==> config.mk <==
export PLATFORM = sky130hd
export DESIGN_NAME = laa_sched_flat
export DESIGN_NICKNAME = d
export VERILOG_FILES = /design/src/rtl/laa_sched_if.sv /design/src/rtl/laa_sched.sv /design/src/flat_wrapper.sv
export SDC_FILE = /design/constraint.sdc
export NUM_CORES = 1
export LEC_CHECK = 0
export CAP_MARGIN = 20
export CORE_ASPECT_RATIO = 1.1
export CORE_MARGIN = 10
export CORE_UTILIZATION = 60
export DETAILED_ROUTE_END_ITERATION = 8
export PLACE_DENSITY = 0.81
export SLEW_MARGIN = 15
export SYNTH_ARGS = -nofsm -noshare
export SYNTH_HDL_FRONTEND = slang
export SYNTH_SLANG_ARGS = --single-unit
export TNS_END_PERCENT = 30
==> constraint.sdc <==
create_clock -name clk -period 17.9 [get_ports clk]
set_input_delay 4.475 -clock clk [delete_from_list [all_inputs] [get_ports clk]]
set_output_delay 4.475 -clock clk [all_outputs]
set_load 0.02 [all_outputs]
==> src/rtl/laa_sched_if.sv <==
// Command channel from the core decode stage into the LAA scheduler.
// The master is the core side and the slave is the scheduler side.
interface laa_sched_if #(
  parameter int unsigned DATA_W = 32,
  parameter int unsigned LEN_W  = 4
);
  logic              cmd_valid;
  logic              cmd_ready;
  logic [1:0]        cmd_op;
  logic [4:0]        cmd_rs1;
  logic [4:0]        cmd_rs2;
  logic [4:0]        cmd_rd;
  logic [4:0]        cmd_core_rd;
  logic [LEN_W-1:0]  cmd_len;
  logic [DATA_W-1:0] cmd_wdata;

  modport master (
    output cmd_valid, cmd_op, cmd_rs1, cmd_rs2, cmd_rd, cmd_core_rd, cmd_len, cmd_wdata,
    input  cmd_ready
  );

  modport slave (
    input  cmd_valid, cmd_op, cmd_rs1, cmd_rs2, cmd_rd, cmd_core_rd, cmd_len, cmd_wdata,
    output cmd_ready
  );
endinterface

==> src/rtl/laa_sched.sv <==
// LAA command scheduler: sequences READ, WRITE and MULTIPLY (dot product) commands
// over a single-port LAA register file with one-cycle read latency.
module laa_sched #(
  parameter int unsigned DATA_W = 32,
  parameter int unsigned LEN_W  = 4
) (
  input  logic              clk,
  input  logic              rst_n,
  laa_sched_if.slave        cmd_if,
  input  logic              flush_i,
  output logic [4:0]        rf_addr_o,
  output logic              rf_we_o,
  output logic [DATA_W-1:0] rf_wdata_o,
  input  logic [DATA_W-1:0] rf_rdata_i,
  output logic              wb_valid_o,
  output logic [4:0]        wb_rd_o,
  output logic [DATA_W-1:0] wb_data_o,
  output logic              busy_o,
  output logic              done_o
);

  localparam logic [1:0] OpRead  = 2'd1;
  localparam logic [1:0] OpWrite = 2'd2;
  localparam logic [1:0] OpMul   = 2'd3;

  typedef enum logic [2:0] {
    StIdle, StWr, StRdAddr, StRdCap, StMacA, StMacB, StMacAcc, StStore
  } state_e;

  state_e            state_q;
  logic [4:0]        rs1_q, rs2_q, rd_q, core_rd_q;
  logic [LEN_W-1:0]  len_q, idx_q;
  logic [DATA_W-1:0] wdata_q, acc_q, a_q;
  logic              wb_valid_q;
  logic [4:0]        wb_rd_q;
  logic [DATA_W-1:0] wb_data_q;
  logic [4:0]        idx5;

  assign cmd_if.cmd_ready = (state_q == StIdle) && !flush_i;

  always_ff @(posedge clk or negedge rst_n) begin
    if (!rst_n) begin
      state_q    <= StIdle;
      rs1_q      <= '0;
      rs2_q      <= '0;
      rd_q       <= '0;
      core_rd_q  <= '0;
      len_q      <= '0;
      idx_q      <= '0;
      wdata_q    <= '0;
      acc_q      <= '0;
      a_q        <= '0;
      wb_valid_q <= 1'b0;
      wb_rd_q    <= '0;
      wb_data_q  <= '0;
    end else begin
      wb_valid_q <= 1'b0;
      if (flush_i) begin
        state_q <= StIdle;
      end else begin
        unique case (state_q)
          StIdle: begin
            if (cmd_if.cmd_valid) begin
              rs1_q     <= cmd_if.cmd_rs1;
              rs2_q     <= cmd_if.cmd_rs2;
              rd_q      <= cmd_if.cmd_rd;
              core_rd_q <= cmd_if.cmd_core_rd;
              len_q     <= cmd_if.cmd_len;
              wdata_q   <= cmd_if.cmd_wdata;
              acc_q     <= '0;
              idx_q     <= '0;
              unique case (cmd_if.cmd_op)
                OpWrite: state_q <= StWr;
                OpRead:  state_q <= StRdAddr;
                OpMul:   state_q <= StMacA;
                default: state_q <= StIdle;
              endcase
            end
          end
          StWr:     state_q <= StIdle;
          StRdAddr: state_q <= StRdCap;
          StRdCap: begin
            wb_valid_q <= 1'b1;
            wb_rd_q    <= core_rd_q;
            wb_data_q  <= rf_rdata_i;
            state_q    <= StIdle;
          end
          StMacA: state_q <= StMacB;
          StMacB: begin
            a_q     <= rf_rdata_i;
            state_q <= StMacAcc;
          end
          StMacAcc: begin
            acc_q <= acc_q + a_q * rf_rdata_i;
            if (idx_q == len_q) begin
              state_q <= StStore;
            end else begin
              idx_q   <= idx_q + 1'b1;
              state_q <= StMacA;
            end
          end
          StStore: state_q <= StIdle;
          default: state_q <= StIdle;
        endcase
      end
    end
  end

  // Write enable and retire pulses are gated by flush so an aborting cycle has no effect.
  always_comb begin
    rf_addr_o  = '0;
    rf_we_o    = 1'b0;
    rf_wdata_o = '0;
    idx5       = 5'(idx_q);
    unique case (state_q)
      StWr: begin
        rf_addr_o  = rd_q;
        rf_we_o    = !flush_i;
        rf_wdata_o = wdata_q;
      end
      StStore: begin
        rf_addr_o  = rd_q;
        rf_we_o    = !flush_i;
        rf_wdata_o = acc_q;
      end
      StRdAddr: rf_addr_o = rs1_q;
      StMacA:   rf_addr_o = rs1_q + idx5;
      StMacB:   rf_addr_o = rs2_q + idx5;
      default:  rf_addr_o = '0;
    endcase
  end

  assign wb_valid_o = wb_valid_q && !flush_i;
  assign wb_rd_o    = wb_rd_q;
  assign wb_data_o  = wb_data_q;
  assign busy_o     = (state_q != StIdle);
  assign done_o     = ((state_q == StWr) || (state_q == StStore) || wb_valid_q) && !flush_i;

endmodule

==> src/flat_wrapper.sv <==
// flat-port wrapper written by rule: the top's interface ports become plain ports
module laa_sched_flat 
#(
  parameter int unsigned DATA_W = 32,
  parameter int unsigned LEN_W  = 4
)
  (clk, rst_n, flush_i, rf_addr_o, rf_we_o, rf_wdata_o, rf_rdata_i, wb_valid_o, wb_rd_o, wb_data_o, busy_o, done_o, cmd_if_cmd_valid, cmd_if_cmd_op, cmd_if_cmd_rs1, cmd_if_cmd_rs2, cmd_if_cmd_rd, cmd_if_cmd_core_rd, cmd_if_cmd_len, cmd_if_cmd_wdata, cmd_if_cmd_ready);
  laa_sched_if #(.DATA_W(DATA_W), .LEN_W(LEN_W)) cmd_if_i ();
  input  logic clk;
  input  logic rst_n;
  input  logic flush_i;
  output logic [4:0] rf_addr_o;
  output logic rf_we_o;
  output logic [DATA_W-1:0] rf_wdata_o;
  input  logic [DATA_W-1:0] rf_rdata_i;
  output logic wb_valid_o;
  output logic [4:0] wb_rd_o;
  output logic [DATA_W-1:0] wb_data_o;
  output logic busy_o;
  output logic done_o;
  input wire logic [$bits(cmd_if_i.cmd_valid)-1:0] cmd_if_cmd_valid;
  input wire logic [$bits(cmd_if_i.cmd_op)-1:0] cmd_if_cmd_op;
  input wire logic [$bits(cmd_if_i.cmd_rs1)-1:0] cmd_if_cmd_rs1;
  input wire logic [$bits(cmd_if_i.cmd_rs2)-1:0] cmd_if_cmd_rs2;
  input wire logic [$bits(cmd_if_i.cmd_rd)-1:0] cmd_if_cmd_rd;
  input wire logic [$bits(cmd_if_i.cmd_core_rd)-1:0] cmd_if_cmd_core_rd;
  input wire logic [$bits(cmd_if_i.cmd_len)-1:0] cmd_if_cmd_len;
  input wire logic [$bits(cmd_if_i.cmd_wdata)-1:0] cmd_if_cmd_wdata;
  output wire logic [$bits(cmd_if_i.cmd_ready)-1:0] cmd_if_cmd_ready;
  assign cmd_if_i.cmd_valid = cmd_if_cmd_valid;
  assign cmd_if_i.cmd_op = cmd_if_cmd_op;
  assign cmd_if_i.cmd_rs1 = cmd_if_cmd_rs1;
  assign cmd_if_i.cmd_rs2 = cmd_if_cmd_rs2;
  assign cmd_if_i.cmd_rd = cmd_if_cmd_rd;
  assign cmd_if_i.cmd_core_rd = cmd_if_cmd_core_rd;
  assign cmd_if_i.cmd_len = cmd_if_cmd_len;
  assign cmd_if_i.cmd_wdata = cmd_if_cmd_wdata;
  assign cmd_if_cmd_ready = cmd_if_i.cmd_ready;
  laa_sched #(.DATA_W(DATA_W), .LEN_W(LEN_W)) u_core (.clk(clk), .rst_n(rst_n), .cmd_if(cmd_if_i), .flush_i(flush_i), .rf_addr_o(rf_addr_o), .rf_we_o(rf_we_o), .rf_wdata_o(rf_wdata_o), .rf_rdata_i(rf_rdata_i), .wb_valid_o(wb_valid_o), .wb_rd_o(wb_rd_o), .wb_data_o(wb_data_o), .busy_o(busy_o), .done_o(done_o));
endmodule
==> impl_metrics.csv, run 1 <==
group,metric,value,unit
setup_path,cpPeakStageDelay,0.96,ns
setup_path,crit_cells,24,
logic_synthesis,synthFlopType,"dfrtp_1",
job,max-cap-violations,0,
logic_synthesis,ys_types,55,
setup_path,critPathLaunch,"rf_rdata_i[7]",
setup_path,r2r_setup_slack,10.06,ns
hold_path,hp-class,"flop to flop",
logic_synthesis,synth_nets,3194,
finish,antennaDiodeCount,0,
timing,finClkSkew,0.0106,ns
floorplanning,start_util,60.7,%
floorplanning,die_area,48000,um2
placed_design,postPlaceCellArea,25800,um2
logic_synthesis,synth_commonest_cells,"inv_1, fa_1, nand2_1",
setup_path,critPathCapture,"u_core.acc_q[31]",
global_routing,grt_pass1_wl,106000,um
clock_network,ctsHoldBuffers,0,
logic_synthesis,synth_fa_ha_area_share,43.8,%
timing,max_freq,83.4,MHz
logic_synthesis,yosysMostFrequentCell,"inv_1",
setup_path,cp_max_fo,27,
clock_network,cts_tree,"done",
finish,nets,3269,
finish,finish.utilization,67.3,%
global_routing,grt.total_usage,27.8,%
setup_path,worstSetupPathType,"primary input to flop",
clock_network,clock_path_buffers,2,
placed_design,io_buffers,172,
setup_path,r2r_cells,26,
setup_path,cp.required,18.22,ns
global_routing,gr-usage-met1,35.7,%
clock_network,cts_inserted_buffers,17,
detailed_routing,drt-total-wl,64200,um
global_routing,grt_pass1_vias,19700,
global_routing,grt_max_degree,85,
logic_synthesis,yosysTopAreaCell,"fa_1",
logic_synthesis,yosysSeqAreaShare,17.4,%
detailed_routing,wire_per_inst,20.5,um
logic_synthesis,synth_top_family_by_area,"adder cells",
detailed_routing,vias,17600,
finish,regArea,4130,um2
detailed_routing,antenna_left,0,
clock_network,cts_root_buf,"clkbuf_16",
timing,period_share,67.0,%
placed_design,gp_congestion,0.943,
timing,finalSetupViolCount,0,
floorplanning,pin_count,173,
global_routing,top_usage_layer,"met2",
global_routing,antenna_found_initial,0,
logic_synthesis,synth_compound_area_share,4.71,%
finish,design_area,26400,um2
floorplanning,fp.dieH,229,um
finish,multiInputGateArea,17200,um2
setup_path,path_buf_inv,5,
timing,setup-tns-final,0,ns
timing,slew_violations,0,
setup_path,path_common_cell,"fa_1",
clock_network,cts_sinks,165,
logic_synthesis,netlist_area,23800,um2
logic_synthesis,ys_ff_latch,165,
floorplanning,core-area,39200,um2
timing,slew_headroom,19.0,%
logic_synthesis,synthArstFlopShare,100,%
setup_path,r2r_end,"u_core.acc_q[31]",
global_routing,grt.overflow.total,0,
logic_synthesis,syn_inst,2532,
clock_network,clock_latency,0.47,ns
finish,fill_cells,3008,
logic_synthesis,synth_edf_count,0,
clock_network,cts_setup_buffers,0,
setup_path,worstPathCellList,"clkdlybuf4s50_1 > and2_1 > fa_1 > fa_1 > fa_1 > inv_1 > fa_1 > inv_1 > fa_1 > fa_1 > fa_1 > inv_1 > fa_1 > inv_1 > ha_1 > a21oi_1 > o211ai_1 > a2111oi_0 > nor2_1 > o21ai_2 > o21ai_0 > a31oi_1 > xnor2_1 > o21ai_1",
timing,rsz0062_at_grt,"false",
timing,hold_viol,0,
finish,drive_above_1_share,5.57,%
clock_network,post_cts_resized,0,
timing,worst_pin_slew,1.22,ns
clock_network,clkTransAtPathRegs,0.07,ns
placed_design,dpl.hpwl,49400,um
setup_path,cp-start-kind,"primary input",
global_routing,grtUsageMet2,45.8,%
logic_synthesis,synthTopCellsByArea,"fa_1, dfrtp_1, and2_1",
setup_path,crit_family,"adder cells",
detailed_routing,vias_per_cell,5.64,
detailed_routing,firstDrtPassIters,5,
status,status,"finished, final reports clean",
logic_synthesis,syn_avg_cell_area,9.39,um2
setup_path,arrival,12.31,ns
setup_path,critPathCaptureType,"flop",
timing,period_minus_slack,11.99,ns
logic_synthesis,synth_mux_area_share,3.61,%
clock_network,cts_max_level,4,
finish,syn_to_final_growth,11.0,%
logic_synthesis,ys_warn_count,0,
logic_synthesis,synth_top_cell_area_share,37.0,%
detailed_routing,drtIter0Drc,1257,
floorplanning,die_w,210,um
logic_synthesis,synth-simple-area-share,16.8,%
setup_path,worstReg2RegStart,"u_core.a_q[8]",
global_routing,grt_use_met3,6.31,%
timing,whs,0.481,ns
floorplanning,row_count,76,
detailed_routing,drc,0,
logic_synthesis,synth_xor_area_share,3.50,%
setup_path,worst_path_max_delay_cell,"clkdlybuf4s50_1",
==> state kept, by name, summed over array words and instances, names as in the netlist <==
signal             count
u_core.a_q            32
u_core.acc_q          32
u_core.core_rd_q       5
u_core.idx_q           4
u_core.len_q           4
u_core.rd_q            5
u_core.rs1_q           5
u_core.rs2_q           5
u_core.state_q         3
u_core.wb_data_o      32
u_core.wb_rd_o         5
u_core.wb_valid_q      1
u_core.wdata_q        32
==> routing by layer <==
| metal | share of wire (%) | vias up |
|---|---|---|
| li1 | - | 7664 |
| met1 | 40 | 9069 |
| met2 | 49 | 785 |
| met3 | 8.8 | 123 |
| met4 | 2.7 | 0 |
| met5 | 0 | - |
==> worst reg2reg max path: stages (launching register included) <==
cell,delay (ns)
dfrtp_1,1.12
nand2_1,0.18
fa_1,0.43
inv_1,0.07
fa_1,0.43
fa_1,0.53
inv_1,0.06
fa_1,0.48
inv_1,0.06
fa_1,0.50
inv_1,0.06
fa_1,0.54
inv_1,0.05
fa_1,0.48
inv_1,0.07
fa_1,0.48
inv_1,0.05
ha_1,0.40
nand3_1,0.15
o211ai_1,0.18
a2111oi_0,0.52
nor2_1,0.09
o21ai_2,0.11
o21ai_0,0.19
a31oi_1,0.23
xnor2_1,0.14
o21ai_1,0.07
==> layout make-up <==
cell class              count  area share [%]
inverters                 508            7.23
clock inverters            14           0.503
well taps                 507            2.41
multi-input cells        1718            65.3
flip-flops and latches    165            15.7
clock buffers              18            1.63
repair buffers            197            7.30
==> through the flow <==
| stage | setup WS (ns) | cells |
|---|---|---|
| 3_3_place_gp | 5.57 | 3093 |
| 5_1_grt | 5.71 | 3127 |
| 6_report | 5.91 | 3127 |
| 3_5_place_dp | 5.40 | 3094 |
| 4_1_cts | 5.90 | 3126 |
| 2_1_floorplan | 6.73 | 2532 |
==> kinds of logic after synthesis <==
family,count (synthesis)
DFF,165
and+or+nand+nor,820
xor gates and xnor gates,95
muxes,76
adders and majority gates,568
buffers and inverters,649
AOI/OAI and AO/OA,159
==> cell usage in the layout (no fill, tap or decap), drive strengths merged, types with 3 or more instances in the layout <==
master	count
inv	516
fa	439
nand2	404
and2	319
clkdlybuf4s50	171
dfrtp	165
ha	129
mux2	75
xnor2	65
o21ai	41
nand3	36
nor2	35
a22o	32
xor2	30
a21oi	26
buf	26
clkbuf	18
a21o	15
a221oi	9
nor3	8
o31ai	6
and3	4
o211ai	4
o21a	4
clkinv	4
nor2b	3
nand2b	3
a31oi	3
o21bai	3
==> how the worst min path moves through the flow <==
stage / from / to / depth (start not counted)
global route: u_core.wdata_q[17] / u_core.wdata_q[17] / 2
global placement: u_core.core_rd_q[3] / u_core.core_rd_q[3] / 2
floorplan: u_core.core_rd_q[0] / u_core.core_rd_q[0] / 2
detailed placement: u_core.wdata_q[3] / u_core.wdata_q[3] / 2
finish: u_core.wdata_q[5] / u_core.wdata_q[5] / 2
CTS: u_core.wdata_q[9] / u_core.wdata_q[9] / 2
Power of run 1 is left out: the tool's default activity adds up to more than one toggle a clock period on the data nets, which glitch-free logic cannot reach.
==> run 2, diff against run 1 <==
--- a/config.mk
+++ b/config.mk
@@ -8,9 +8,9 @@
 export CAP_MARGIN = 20
 export CORE_ASPECT_RATIO = 1.1
 export CORE_MARGIN = 10
-export CORE_UTILIZATION = 60
+export CORE_UTILIZATION = 56
 export DETAILED_ROUTE_END_ITERATION = 8
-export PLACE_DENSITY = 0.81
+export PLACE_DENSITY = 0.8
 export SLEW_MARGIN = 15
 export SYNTH_ARGS = -nofsm -noshare
 export SYNTH_HDL_FRONTEND = slang
==> constraint.sdc (replaced) <==
create_clock -name clk -period 9.7 [get_ports clk]
set_input_delay 2.425 -clock clk [delete_from_list [all_inputs] [get_ports clk]]
set_output_delay 2.425 -clock clk [all_outputs]
set_load 0.02 [all_outputs]
==> run 2 against run 1 <==
Effect of this change: non-clock buffer count increased by 53; setup slack got worse by 5.6 ns; register-to-register slack got worse by 8.1 ns; die area increased by 6.5%; sequential share of layout area decreased by 0.35 points; clock skew increased by 0.0047 ns; routed wire length increased by 4.2%; clock-buffer cell count decreased by 1.
==> impl_metrics.csv, run 2 (synthesized netlist as in run 1, its figures left out) <==
group,metric,value,unit
clock_network,cts_tree,"done",
setup_path,worst_path_max_delay_cell,"clkdlybuf4s50_1",
finish,antennaDiodeCount,0,
setup_path,worstSetupPathType,"primary input to flop",
clock_network,cts_inserted_buffers,17,
setup_path,critPathCaptureType,"flop",
setup_path,crit_family,"adder cells",
timing,fin_ws,0.311,ns
hold_path,min_path_cells,2,
floorplanning,row_count,79,
clock_network,ctsHoldBuffers,0,
status,status,"finished, final reports clean",
timing,max_freq,107,MHz
timing,rsz0062_at_grt,"false",
timing,hold_viol,0,
global_routing,grt.overflow.total,0,
placed_design,gp_congestion,0.965,
job,max-cap-violations,0,
global_routing,grt_pass1_vias,19800,
floorplanning,start_util,56.4,%
global_routing,grt_pass1_wl,109000,um
finish,final_cell_mix,"inv_1, fa_1, nand2_1",
clock_network,cts_sinks,165,
setup_path,critPathLaunch,"rf_rdata_i[6]",
global_routing,antenna_found_initial,1,
timing,period_share,96.8,%
hold_path,min_to,"u_core.core_rd_q[1]",
detailed_routing,firstDrtPassIters,6,
hold_path,hp-class,"flop to flop",
placed_design,dpl_worst_slack,-0.180,ns
setup_path,r2r_setup_slack,1.99,ns
finish,drive_above_1_share,7.48,%
clock_network,clock_latency,0.48,ns
clock_network,clkTransAtPathRegs,0.08,ns
detailed_routing,drc,0,
global_routing,grt_max_degree,85,
clock_network,cts_root_buf,"clkbuf_16",
finish,regArea,4130,um2
timing,whs,0.481,ns
timing,slew_violations,0,
setup_path,worstReg2RegStart,"u_core.a_q[9]",
setup_path,path_common_cell,"fa_1",
detailed_routing,vias_per_cell,5.52,
finish,final_common_cell,"inv_1",
hold_path,worstHoldStart,"u_core.core_rd_q[1]",
finish,fill_cells,3426,
timing,slew_headroom,26.2,%
detailed_routing,antenna_left,0,
setup_path,arrival,9.73,ns
floorplanning,die_w,216,um
placed_design,dpl.hpwl,52900,um
clock_network,cts_setup_buffers,0,
floorplanning,die_area,51100,um2
clock_network,post_cts_resized,0,
setup_path,cpPeakStageDelay,0.61,ns
clock_network,cts_max_level,4,
detailed_routing,drtIter0Drc,1487,
floorplanning,core-area,42100,um2
setup_path,cp.required,10.04,ns
setup_path,r2r_end,"u_core.acc_q[31]",
floorplanning,fp.dieH,236,um
setup_path,path_buf_inv,6,
timing,period_minus_slack,9.39,ns
detailed_routing,wire_per_inst,20.6,um
floorplanning,pin_count,173,
timing,finalSetupViolCount,0,
timing,worst_pin_slew,1.11,ns
detailed_routing,vias,17900,
finish,nets,3322,
finish,syn_to_final_growth,13.5,%
timing,finClkSkew,0.0153,ns
setup_path,cp_max_fo,15,
setup_path,r2r_cells,26,
global_routing,grt.total_usage,27.1,%
clock_network,clock_path_buffers,2,
setup_path,cp-start-kind,"primary input",
detailed_routing,drt-total-wl,66800,um
finish,multiInputGateArea,17200,um2
placed_design,io_buffers,172,
run 2: cell count changes in the layout (fill, tap and decap cells not counted), moves of 2 or more:
cell / delta
buf_12: +5
clkinv_2: -2
clkinv_8: +4
inv_8: -2
clkinvlp_4: -2
buf_4: +48
clkinv_4: +3
run 2: worst max-delay path by stage:
stage	slack (ns)	cells past startpoint	endpoint
floorplan	0.58	27	u_core.acc_q[28]
global placement	-0.01	25	u_core.acc_q[28]
detailed placement	-0.18	26	u_core.acc_q[31]
CTS	0.34	26	u_core.acc_q[31]
global route	0.008	25	u_core.acc_q[31]
finish	0.31	25	u_core.acc_q[31]
run 2: worst reg2reg max path: cells and delay by family (launching register included):
kind | cells | cell delay (ns)
DFF | 1 | 1.08
xor gates and xnor gates | 1 | 0.16
AOI/OAI and AO/OA | 7 | 1.50
and+or+nand+nor | 2 | 0.29
buffers and inverters | 7 | 0.41
adders and majority gates | 9 | 4.15
run 2: routing by layer:
layer  up-vias  wire length [um]  GRT usage [%]
met5         -                13              0
met4         2              2890           11.9
met3       194              5700           5.93
met2       837             31700           43.5
met1      9100             26500           34.8
li1       7766                 -              -
run 2: area by class of cell:
cell class                      instances  share of cell area, %
Multi-Input combinational cell       1718                   63.8
Sequential cell                       165                   15.3
Timing Repair Buffer                  250                   8.90
Inverter                              508                   7.07
Tap cell                              567                   2.63
Clock buffer                           17                   1.58
Clock inverter                         15                  0.682
run 2: through the flow:
step / std cells / instance area (um2) / TNS [ns] / utilization, %
floorplan: 2532 / 23800 / 0 / -
global placement: 3206 / 26300 / -0.0135 / 62.5
detailed placement: 3207 / 26300 / -0.572 / 62.5
CTS: 3239 / 26900 / 0 / 64.0
global route: 3240 / 27000 / 0 / 64.1
finish: 3240 / 27000 / 0 / 64.1
Power of run 2 is left out for the same reason.
==> run 3, diff against run 2 <==
--- a/config.mk
+++ b/config.mk
@@ -11,7 +11,6 @@
 export CORE_UTILIZATION = 56
 export DETAILED_ROUTE_END_ITERATION = 8
 export PLACE_DENSITY = 0.8
-export SLEW_MARGIN = 15
 export SYNTH_ARGS = -nofsm -noshare
 export SYNTH_HDL_FRONTEND = slang
 export SYNTH_SLANG_ARGS = --single-unit
==> run 3 against run 2 <==
Effect of this change: global-route usage hardly changed; non-clock buffer count is the same; critical path type unchanged; setup slack gained 0.036 ns; via count hardly changed; clock-buffer cell count unchanged; critical path depth rose by 1; design area barely moved.
==> impl_metrics.csv, run 3 (synthesized netlist as in run 1, its figures left out) <==
group,metric,value,unit
setup_path,cp.required,10.03,ns
global_routing,grt.overflow.total,0,
hold_path,hp-class,"flop to flop",
detailed_routing,wire_per_inst,20.7,um
status,status,"finished, final reports clean",
setup_path,r2r_cells,25,
placed_design,dp.cells,3207,
timing,max_freq,107,MHz
setup_path,cp_max_fo,11,
detailed_routing,drc,0,
setup_path,worstSetupPathType,"primary input to flop",
setup_path,arrival,9.68,ns
timing,whs,0.478,ns
clock_network,cts_inserted_buffers,17,
finish,final_common_cell,"inv_1",
detailed_routing,drt-total-wl,67200,um
timing,finalSetupViolCount,0,
timing,rsz0062_at_grt,"false",
setup_path,path_buf_inv,7,
global_routing,grt_pass1_wl,109000,um
floorplanning,start_util,56.4,%
detailed_routing,drtIter0Drc,1480,
setup_path,r2r_end,"u_core.acc_q[31]",
floorplanning,pin_count,173,
clock_network,clock_path_buffers,2,
finish,syn_to_final_growth,13.6,%
timing,hold_viol,0,
clock_network,clkTransAtPathRegs,0.08,ns
timing,slew_headroom,26.6,%
hold_path,min_to,"u_core.wdata_q[1]",
floorplanning,core-area,42100,um2
finish,final_cell_mix,"inv_1, fa_1, nand2_1",
placed_design,io_buffers,172,
setup_path,path_common_cell,"fa_1",
placed_design,dpl.hpwl,52900,um
setup_path,worstReg2RegStart,"u_core.a_q[11]",
global_routing,grt_max_degree,85,
floorplanning,die_w,216,um
setup_path,crit_cells,26,
timing,period_minus_slack,9.35,ns
detailed_routing,vias,17900,
timing,fin_ws,0.347,ns
setup_path,cpPeakStageDelay,0.67,ns
placed_design,gp_congestion,0.965,
setup_path,crit_family,"adder cells",
setup_path,critPathCaptureType,"flop",
floorplanning,die_area,51100,um2
job,max-cap-violations,0,
clock_network,ctsHoldBuffers,0,
detailed_routing,vias_per_cell,5.52,
clock_network,clock_latency,0.48,ns
placed_design,dpl_worst_slack,-0.158,ns
finish,finish.utilization,64.1,%
timing,slew_violations,0,
setup_path,worst_path_max_delay_cell,"clkdlybuf4s50_1",
clock_network,cts_tree,"done",
global_routing,antenna_found_initial,1,
global_routing,grt_pass1_vias,19900,
timing,worst_pin_slew,1.10,ns
finish,drive_above_1_share,7.52,%
finish,fill_cells,3435,
finish,nets,3322,
detailed_routing,firstDrtPassIters,6,
floorplanning,fp.dieH,236,um
timing,period_share,96.4,%
timing,finClkSkew,0.0120,ns
setup_path,cp-start-kind,"primary input",
hold_path,min_path_cells,2,
clock_network,cts_sinks,165,
detailed_routing,antenna_left,0,
clock_network,cts_max_level,4,
global_routing,grt.total_usage,27.1,%
finish,final_cells,3243,
setup_path,r2r_setup_slack,2.00,ns
clock_network,cts_root_buf,"clkbuf_16",
hold_path,worstHoldStart,"u_core.wdata_q[1]",
floorplanning,row_count,79,
-- run 3: worst max-delay path by stage --
stage	startpoint	endpoint	slack, ns
floorplan	rf_rdata_i[6]	u_core.acc_q[28]	0.58
global placement	rf_rdata_i[2]	u_core.acc_q[28]	-0.01
detailed placement	rf_rdata_i[2]	u_core.acc_q[31]	-0.16
CTS	rf_rdata_i[6]	u_core.acc_q[31]	0.36
global route	rf_rdata_i[6]	u_core.acc_q[31]	0.05
finish	rf_rdata_i[2]	u_core.acc_q[31]	0.35
-- run 3: area by class of cell --
type / count / area, um2 / area share (%)
clock buffers: 17 / 425 / 1.58
inverters: 508 / 1910 / 7.06
well taps: 567 / 709 / 2.63
flip-flops and latches: 165 / 4130 / 15.3
repair buffers: 250 / 2400 / 8.88
multi-input cells: 1718 / 17200 / 63.8
diodes: 3 / 7.51 / 0.0278
clock inverters: 15 / 200 / 0.741
-- run 3: worst register-to-register path, cell delays in order, from the launching register on --
cell       delay (ns)
dfrtp_1          1.06
and2_1           0.30
fa_1             0.46
fa_1             0.44
fa_1             0.57
inv_1            0.06
fa_1             0.47
inv_1            0.06
fa_1             0.50
inv_1            0.06
fa_1             0.53
inv_1            0.05
fa_1             0.48
inv_1            0.05
fa_1             0.49
inv_1            0.05
ha_1             0.22
a21oi_2          0.19
o211ai_1         0.17
a2111oi_1        0.44
nor2_1           0.09
o21ai_2          0.12
o21ai_0          0.19
a31oi_1          0.26
xnor2_1          0.17
o21ai_1          0.08
-- run 3: layer usage --
layer,routed length [um],global-route usage (%)
met1,26200,33.9
met2,32100,43.7
met3,6220,6.95
met4,2700,11.8
met5,0,0
-- run 3: through the flow --
step	area (um2)	setup TNS [ns]
2_1_floorplan	23800	0
3_3_place_gp	26300	-0.0135
3_5_place_dp	26300	-0.480
4_1_cts	27000	0
5_1_grt	27000	0
6_report	27000	0
-- run 3: timing repair --
item,CTS,global route
endpoints found under the hold margin,0,0
setup endpoints to repair,0,3
gates resized for setup,0,2
buffers inserted,0,0
Power of run 3 is left out for the same reason.
